`config.mk`:
```
export PLATFORM = sky130hd
export DESIGN_NAME = imem_program_loader
export DESIGN_NICKNAME = d
export VERILOG_FILES = /design/src/rtl/imem_program_loader.sv
export SDC_FILE = /design/constraint.sdc
export NUM_CORES = 1
export LEC_CHECK = 0
export ABC_AREA = 1
export BUFFER_PORTS_ARGS = -buffer_cell sky130_fd_sc_hd__clkbuf_2
export CORE_ASPECT_RATIO = 1.75
export CORE_UTILIZATION = 53
export DETAILED_ROUTE_END_ITERATION = 16
export GPL_ROUTABILITY_DRIVEN = 1
export PLACE_DENSITY = 0.78
export SYNTH_ARGS = -nofsm -noshare
export SYNTH_HDL_FRONTEND = slang
export SYNTH_SLANG_ARGS = --single-unit
```
`constraint.sdc`:
```
create_clock -name clk -period 1.5 [get_ports clk]
set_input_delay 0.15 -clock clk [delete_from_list [all_inputs] [get_ports clk]]
set_output_delay 0.15 -clock clk [all_outputs]
set_load 0.05 [all_outputs]
```
`src/rtl/imem_program_loader.sv`:
```
`default_nettype none
// ============================================================================
// Module   : imem_program_loader
// Brief    : Framed byte-stream loader that writes instruction memory from
//            address 0 and holds the processor in reset until the checksum passes.
// Revision : 1.0  initial release
// ============================================================================
module imem_program_loader #(
    parameter logic [7:0] SYNC_BYTE = 8'hA5
) (
    input  logic       clk,
    input  logic       reset,
    input  logic       in_valid,
    input  logic [7:0] in_data,
    output logic       in_ready,
    output logic       mem_we,
    output logic [7:0] mem_addr,
    output logic [7:0] mem_wdata,
    output logic       cpu_run,
    output logic       load_done,
    output logic       load_error,
    output logic       busy
);

    localparam logic [1:0] S_IDLE     = 2'd0;
    localparam logic [1:0] S_GET_LEN  = 2'd1;
    localparam logic [1:0] S_GET_DATA = 2'd2;
    localparam logic [1:0] S_GET_CHK  = 2'd3;

    logic [1:0] r_state;
    logic [1:0] w_state_nxt;

    logic       r_ready;
    logic       r_we;
    logic [7:0] r_mem_addr;
    logic [7:0] r_mem_wdata;
    logic       r_run;
    logic       r_done;
    logic       r_err;
    logic       r_busy;
    logic [8:0] r_cnt;
    logic [7:0] r_acc;
    logic [7:0] r_addr;

    logic       w_we;
    logic [7:0] w_mem_addr;
    logic [7:0] w_mem_wdata;
    logic       w_run;
    logic       w_done;
    logic       w_err;
    logic       w_busy;
    logic [8:0] w_cnt;
    logic [7:0] w_acc;
    logic [7:0] w_addr;

    logic       w_accept;
    logic       w_is_sync;
    logic [7:0] w_chk_sum;
    logic       w_sum_ok;

    assign w_accept  = in_valid & r_ready;
    assign w_is_sync = (in_data == SYNC_BYTE);
    assign w_chk_sum = r_acc + in_data;
    assign w_sum_ok  = (w_chk_sum == 8'd0);

    // State and all outputs live in one register bank so reset clears them together.
    always_ff @(posedge clk or posedge reset) begin
        if (reset) begin
            r_state     <= S_IDLE;
            r_ready     <= 1'b0;
            r_we        <= 1'b0;
            r_mem_addr  <= 8'd0;
            r_mem_wdata <= 8'd0;
            r_run       <= 1'b0;
            r_done      <= 1'b0;
            r_err       <= 1'b0;
            r_busy      <= 1'b0;
            r_cnt       <= 9'd0;
            r_acc       <= 8'd0;
            r_addr      <= 8'd0;
        end else begin
            r_state     <= w_state_nxt;
            r_ready     <= 1'b1;
            r_we        <= w_we;
            r_mem_addr  <= w_mem_addr;
            r_mem_wdata <= w_mem_wdata;
            r_run       <= w_run;
            r_done      <= w_done;
            r_err       <= w_err;
            r_busy      <= w_busy;
            r_cnt       <= w_cnt;
            r_acc       <= w_acc;
            r_addr      <= w_addr;
        end
    end

    always_comb begin
        w_state_nxt = r_state;
        if (w_accept) begin
            case (r_state)
                S_IDLE:     if (w_is_sync) w_state_nxt = S_GET_LEN;
                S_GET_LEN:  w_state_nxt = S_GET_DATA;
                S_GET_DATA: if (r_cnt == 9'd1) w_state_nxt = S_GET_CHK;
                S_GET_CHK:  w_state_nxt = S_IDLE;
                default:    w_state_nxt = S_IDLE;
            endcase
        end
    end

    always_comb begin
        w_we        = 1'b0;
        w_mem_addr  = r_mem_addr;
        w_mem_wdata = r_mem_wdata;
        w_run       = r_run;
        w_done      = r_done;
        w_err       = r_err;
        w_busy      = r_busy;
        w_cnt       = r_cnt;
        w_acc       = r_acc;
        w_addr      = r_addr;
        if (w_accept) begin
            case (r_state)
                S_IDLE: begin
                    if (w_is_sync) begin
                        w_busy = 1'b1;
                        w_run  = 1'b0;
                        w_done = 1'b0;
                        w_err  = 1'b0;
                        w_acc  = 8'd0;
                    end
                end
                S_GET_LEN: begin
                    // A zero length byte encodes the full 256-byte memory.
                    w_cnt  = (in_data == 8'd0) ? 9'd256 : {1'b0, in_data};
                    w_addr = 8'd0;
                    w_acc  = in_data;
                end
                S_GET_DATA: begin
                    w_we        = 1'b1;
                    w_mem_addr  = r_addr;
                    w_mem_wdata = in_data;
                    w_acc       = r_acc + in_data;
                    w_addr      = r_addr + 8'd1;
                    w_cnt       = r_cnt - 9'd1;
                end
                S_GET_CHK: begin
                    w_acc  = w_chk_sum;
                    w_busy = 1'b0;
                    w_done = w_sum_ok;
                    w_err  = ~w_sum_ok;
                    w_run  = w_sum_ok;
                end
                default: ;
            endcase
        end
    end

    assign in_ready   = r_ready;
    assign mem_we     = r_we;
    assign mem_addr   = r_mem_addr;
    assign mem_wdata  = r_mem_wdata;
    assign cpu_run    = r_run;
    assign load_done  = r_done;
    assign load_error = r_err;
    assign busy       = r_busy;

endmodule
`default_nettype wire

```
==> summary.txt <==
Setup path
  • Crit Reg-Reg Startpoint: r_acc[0]$_DFFE_PP0P_
  • CP cell instances: ha_2 > inv_2 > fa_1 > nand2_1 > nor2_1 > nand3_1 > nor2_2 > nand3_2 > nor2_1 > nor2_1
  • CP Capture Type: register
  • CP Max Fanout: 2
  • Crit path DAT: 2.17 ns
  • CP peak stage delay: 0.53 ns
  • Crit path buf inv count: 1
  • Worst R2R Path Depth: 10
  • Worst Setup Path Type: reg2reg
  • Crit-path slowest cell: fa_1
  • Required time of the critical path: 1.72 ns
  • FF-to-FF setup slack: -0.45 ns
  • Worst path most repeated cell: nor2_1
  • Startpoint Class: register
  • Worst path top cell family by delay: simple AND/OR/NAND/NOR gates
  • Reg-to-Reg End: load_error$_DFFE_PP0P_

Placement
  • I/O Buffers: 32
  • Cells after DPL: 490
  • Hpwl dp: 5360 um
  • Gpl congestion: 0.955

Power and ir drop
  • Peak supply drop: 0.00116 V
  • Leak: 2.05 nW
  • Cell Pwr Density: 1960 nW/um2

GRT
  • GRT Residual Overflow: 0
  • Vias in the first global route: 2774
  • Largest net degree at the start of global routing: 32
  • Initial antenna violation count: 0
  • Tot GR Track Use: 27.3%
  • First-pass GRT wire length: 12000 um

Min path
  • Hold path cells: 4
  • Hold_sp: in_data[1]
  • Hold EP: mem_wdata[1]$_DFFE_PP0P_
  • Hold Path Class: in2reg

Synth
  • Syn Nets: 401
  • Synthesized flop and latch total: 48
  • Distinct cells, synth: 33
  • Post-synth top cells: 116 x nand2_1, 52 x inv_1, 48 x dfrtp_1, 22 x nor2_1
  • Dominant cell type by area after synthesis: dfrtp_1
  • Post-synthesis async set-or-reset flop share: 100%
  • Most frequent cell after synthesis: nand2_1
  • Ys Warns: 0
  • Syn Inst Count: 374
  • Ys flop type: dfrtp_1
  • Top cells by area, synth: dfrtp_1 42%, nand2_1 15%, inv_1 6.9%, ha_1 6.6%, nand3_1 3.3%
  • Netlist Area Pre-Place: 2840 um2
  • Post-synth top area share: 42.3%
  • Seq/Total Area, Yosys: 42.3%
  • Post-synth EDFFs: 0
  • Average size of a mapped cell: 7.59 um2

Floorplanning
  • Chip height: 98.8 um
  • Initial core utilization: 56.1%
  • Die area: 5670 um2
  • FP Rows: 34
  • Core ar.: 5060 um2
  • Die extent in x: 57.3 um
  • Io pins: 33

Cells and area
  • Share of layout cells above drive strength 1: 40.9%
  • Final Util: 80.4%
  • FF+latch area: 1200 um2
  • Post-route insts no fill: 519
  • P&R area growth vs syn: 43.3%
  • Layout Nets: 491
  • ANT cells: 0
  • Area taken by multi-input logic gates: 1700 um2
  • Fillers: 261

Status
  • Status: complete, but fails checks
  • Failing checks: setup timing

Timing
  • RSZ-0062 raised after global routing: true
  • Period Utilization, post-route: 130%
  • Fmax: 0.513 GHz
  • Setup ws final: -0.451 ns
  • Final max-slew violation count: 0
  • Post-layout min period: 1.95 ns
  • Clock Skews: 0.00989 ns
  • Hold Vio Cnt, Final: 0
  • # setup viols final: 25

Job
  • Max cap viols: 0

Clock tree
  • Clock Sinks: 48
  • Num CTS Buffers: 5
  • CTS tree: built
  • Clk root buf: clkbuf_8
  • Clock transition at the registers of the reported paths: 0.10 ns
  • CTS Buffer Depth: 2
  • H-tree depth: 2
  • Clock latency on the worst-skew pair: 0.31 ns

Route
  • Final wirelength: 9480 um
  • Via count: 3045
  • Final ANT Viol Nets: 0
  • Vias per Instance: 5.87
  • Initial DRC count: 212
  • Routed WL per cell: 18.3 um
  • # DRC: 0
  • Drt first pass iters: 5
## through the flow
stage / TNS, ns / hold WS [ns] / power, mW / instance area (um2) / worst slack [ns]
4_1_cts: -1.12 / 0.254 / 7.07 / 3700 / -0.319
3_5_place_dp: -1.56 / 0.151 / 5.56 / 3330 / -0.314
6_report: -4.25 / 0.246 / 7.99 / 4070 / -0.451
3_3_place_gp: -1.11 / 0.140 / 5.47 / 3330 / -0.240
5_1_grt: -6.45 / 0.263 / 8.37 / 4070 / -0.580
2_1_floorplan: -0.246 / 0.267 / 4.47 / 2860 / -0.135
## kinds of logic (layout without fill, tap and decap cells)
logic type               after synthesis  count (layout)  synth area share, %
other                                  1               1                0.132
flip-flops                            48              48                 42.3
XOR/XNOR                               1               1                0.308
AO/OA/AOI/OAI                         63              63                 12.6
adder cells (fa/ha/maj)               16              16                 7.31
AND/OR/NAND/NOR                      176             176                 27.0
buffers and inverters                 69             160                 10.3
## worst reg2reg max path: cells and delay by family (launching register included)
| family | cells | cell delay (ns) |
|---|---|---|
| simple gates | 7 | 0.74 |
| fa+ha+maj | 2 | 0.72 |
| buf+inv | 1 | 0.04 |
| flops | 1 | 0.36 |
## state kept, by name, indices dropped and copies added, names as in the netlist
| signal | cells |
|---|---|
| mem_addr | 8 |
| mem_we | 1 |
| load_error | 1 |
| mem_wdata | 8 |
| r_acc | 8 |
| r_cnt | 9 |
| r_addr | 8 |
| load_done | 1 |
| busy | 1 |
| in_ready | 1 |
| r_state | 2 |
## cells in the final DEF, fill, tap and decap left out, types with 4 or more instances in the layout
master	n
nand2_1	97
dfrtp_1	47
inv_1	44
buf_4	43
clkbuf_2	32
o21ai_1	22
nand2_2	18
nor2_1	15
nand3_1	14
inv_2	11
ha_4	10
buf_6	10
nor2_4	8
o21ai_0	8
o21ai_2	6
inv_4	5
nand2_4	5
a21oi_2	5
nand3_2	5
a21oi_1	5
o211ai_1	5
clkbuf_8	5
nor3_2	4
## layer usage
| metal | up-vias | GRT usage (%) | wire length [um] |
|---|---|---|---|
| met3 | 61 | 3.02 | 473 |
| met2 | 166 | 51.4 | 5220 |
| li1 | 1370 | - | - |
| met5 | - | 0 | 0 |
| met1 | 1448 | 27.6 | 3130 |
| met4 | 0 | 16.7 | 651 |
## worst max path at each step
stage	start	end	slack [ns]	depth (start not counted)
finish	r_acc[0]$_DFFE_PP0P_	load_error$_DFFE_PP0P_	-0.45	10
global placement	r_acc[0]$_DFFE_PP0P_	load_error$_DFFE_PP0P_	-0.24	10
detailed placement	r_acc[0]$_DFFE_PP0P_	load_error$_DFFE_PP0P_	-0.31	10
CTS	r_acc[0]$_DFFE_PP0P_	load_error$_DFFE_PP0P_	-0.32	10
global route	r_acc[0]$_DFFE_PP0P_	load_error$_DFFE_PP0P_	-0.58	10
floorplan	r_acc[0]$_DFFE_PP0P_	load_error$_DFFE_PP0P_	-0.13	10
## where the power goes
part | internal [mW] | switching [mW] | leakage (nW) | total, mW
combinational | 1.86 | 2.92 | 1.37 | 4.78
clock | 0.671 | 0.474 | 0.0687 | 1.14
sequential | 1.73 | 0.332 | 0.619 | 2.06
total | 4.26 | 3.73 | 2.05 | 7.99
## repair_timing
item,4_1_cts,5_1_grt
endpoints found under the hold margin,17,0
cloned,0,1
gates resized for setup,39,69
hold buffers,1,0
setup endpoints to repair,18,40
setup buffers,8,15
pin swaps,12,35
## layout make-up
type | instances | area share (%)
multi-input cells | 257 | 41.9
clock buffers | 5 | 1.69
well taps | 54 | 1.66
clock inverters | 3 | 1.69
inverters | 60 | 5.84
repair buffers | 92 | 17.7
flip-flops and latches | 48 | 29.5
No activity file was read; power rests on OpenSTA's default activity.
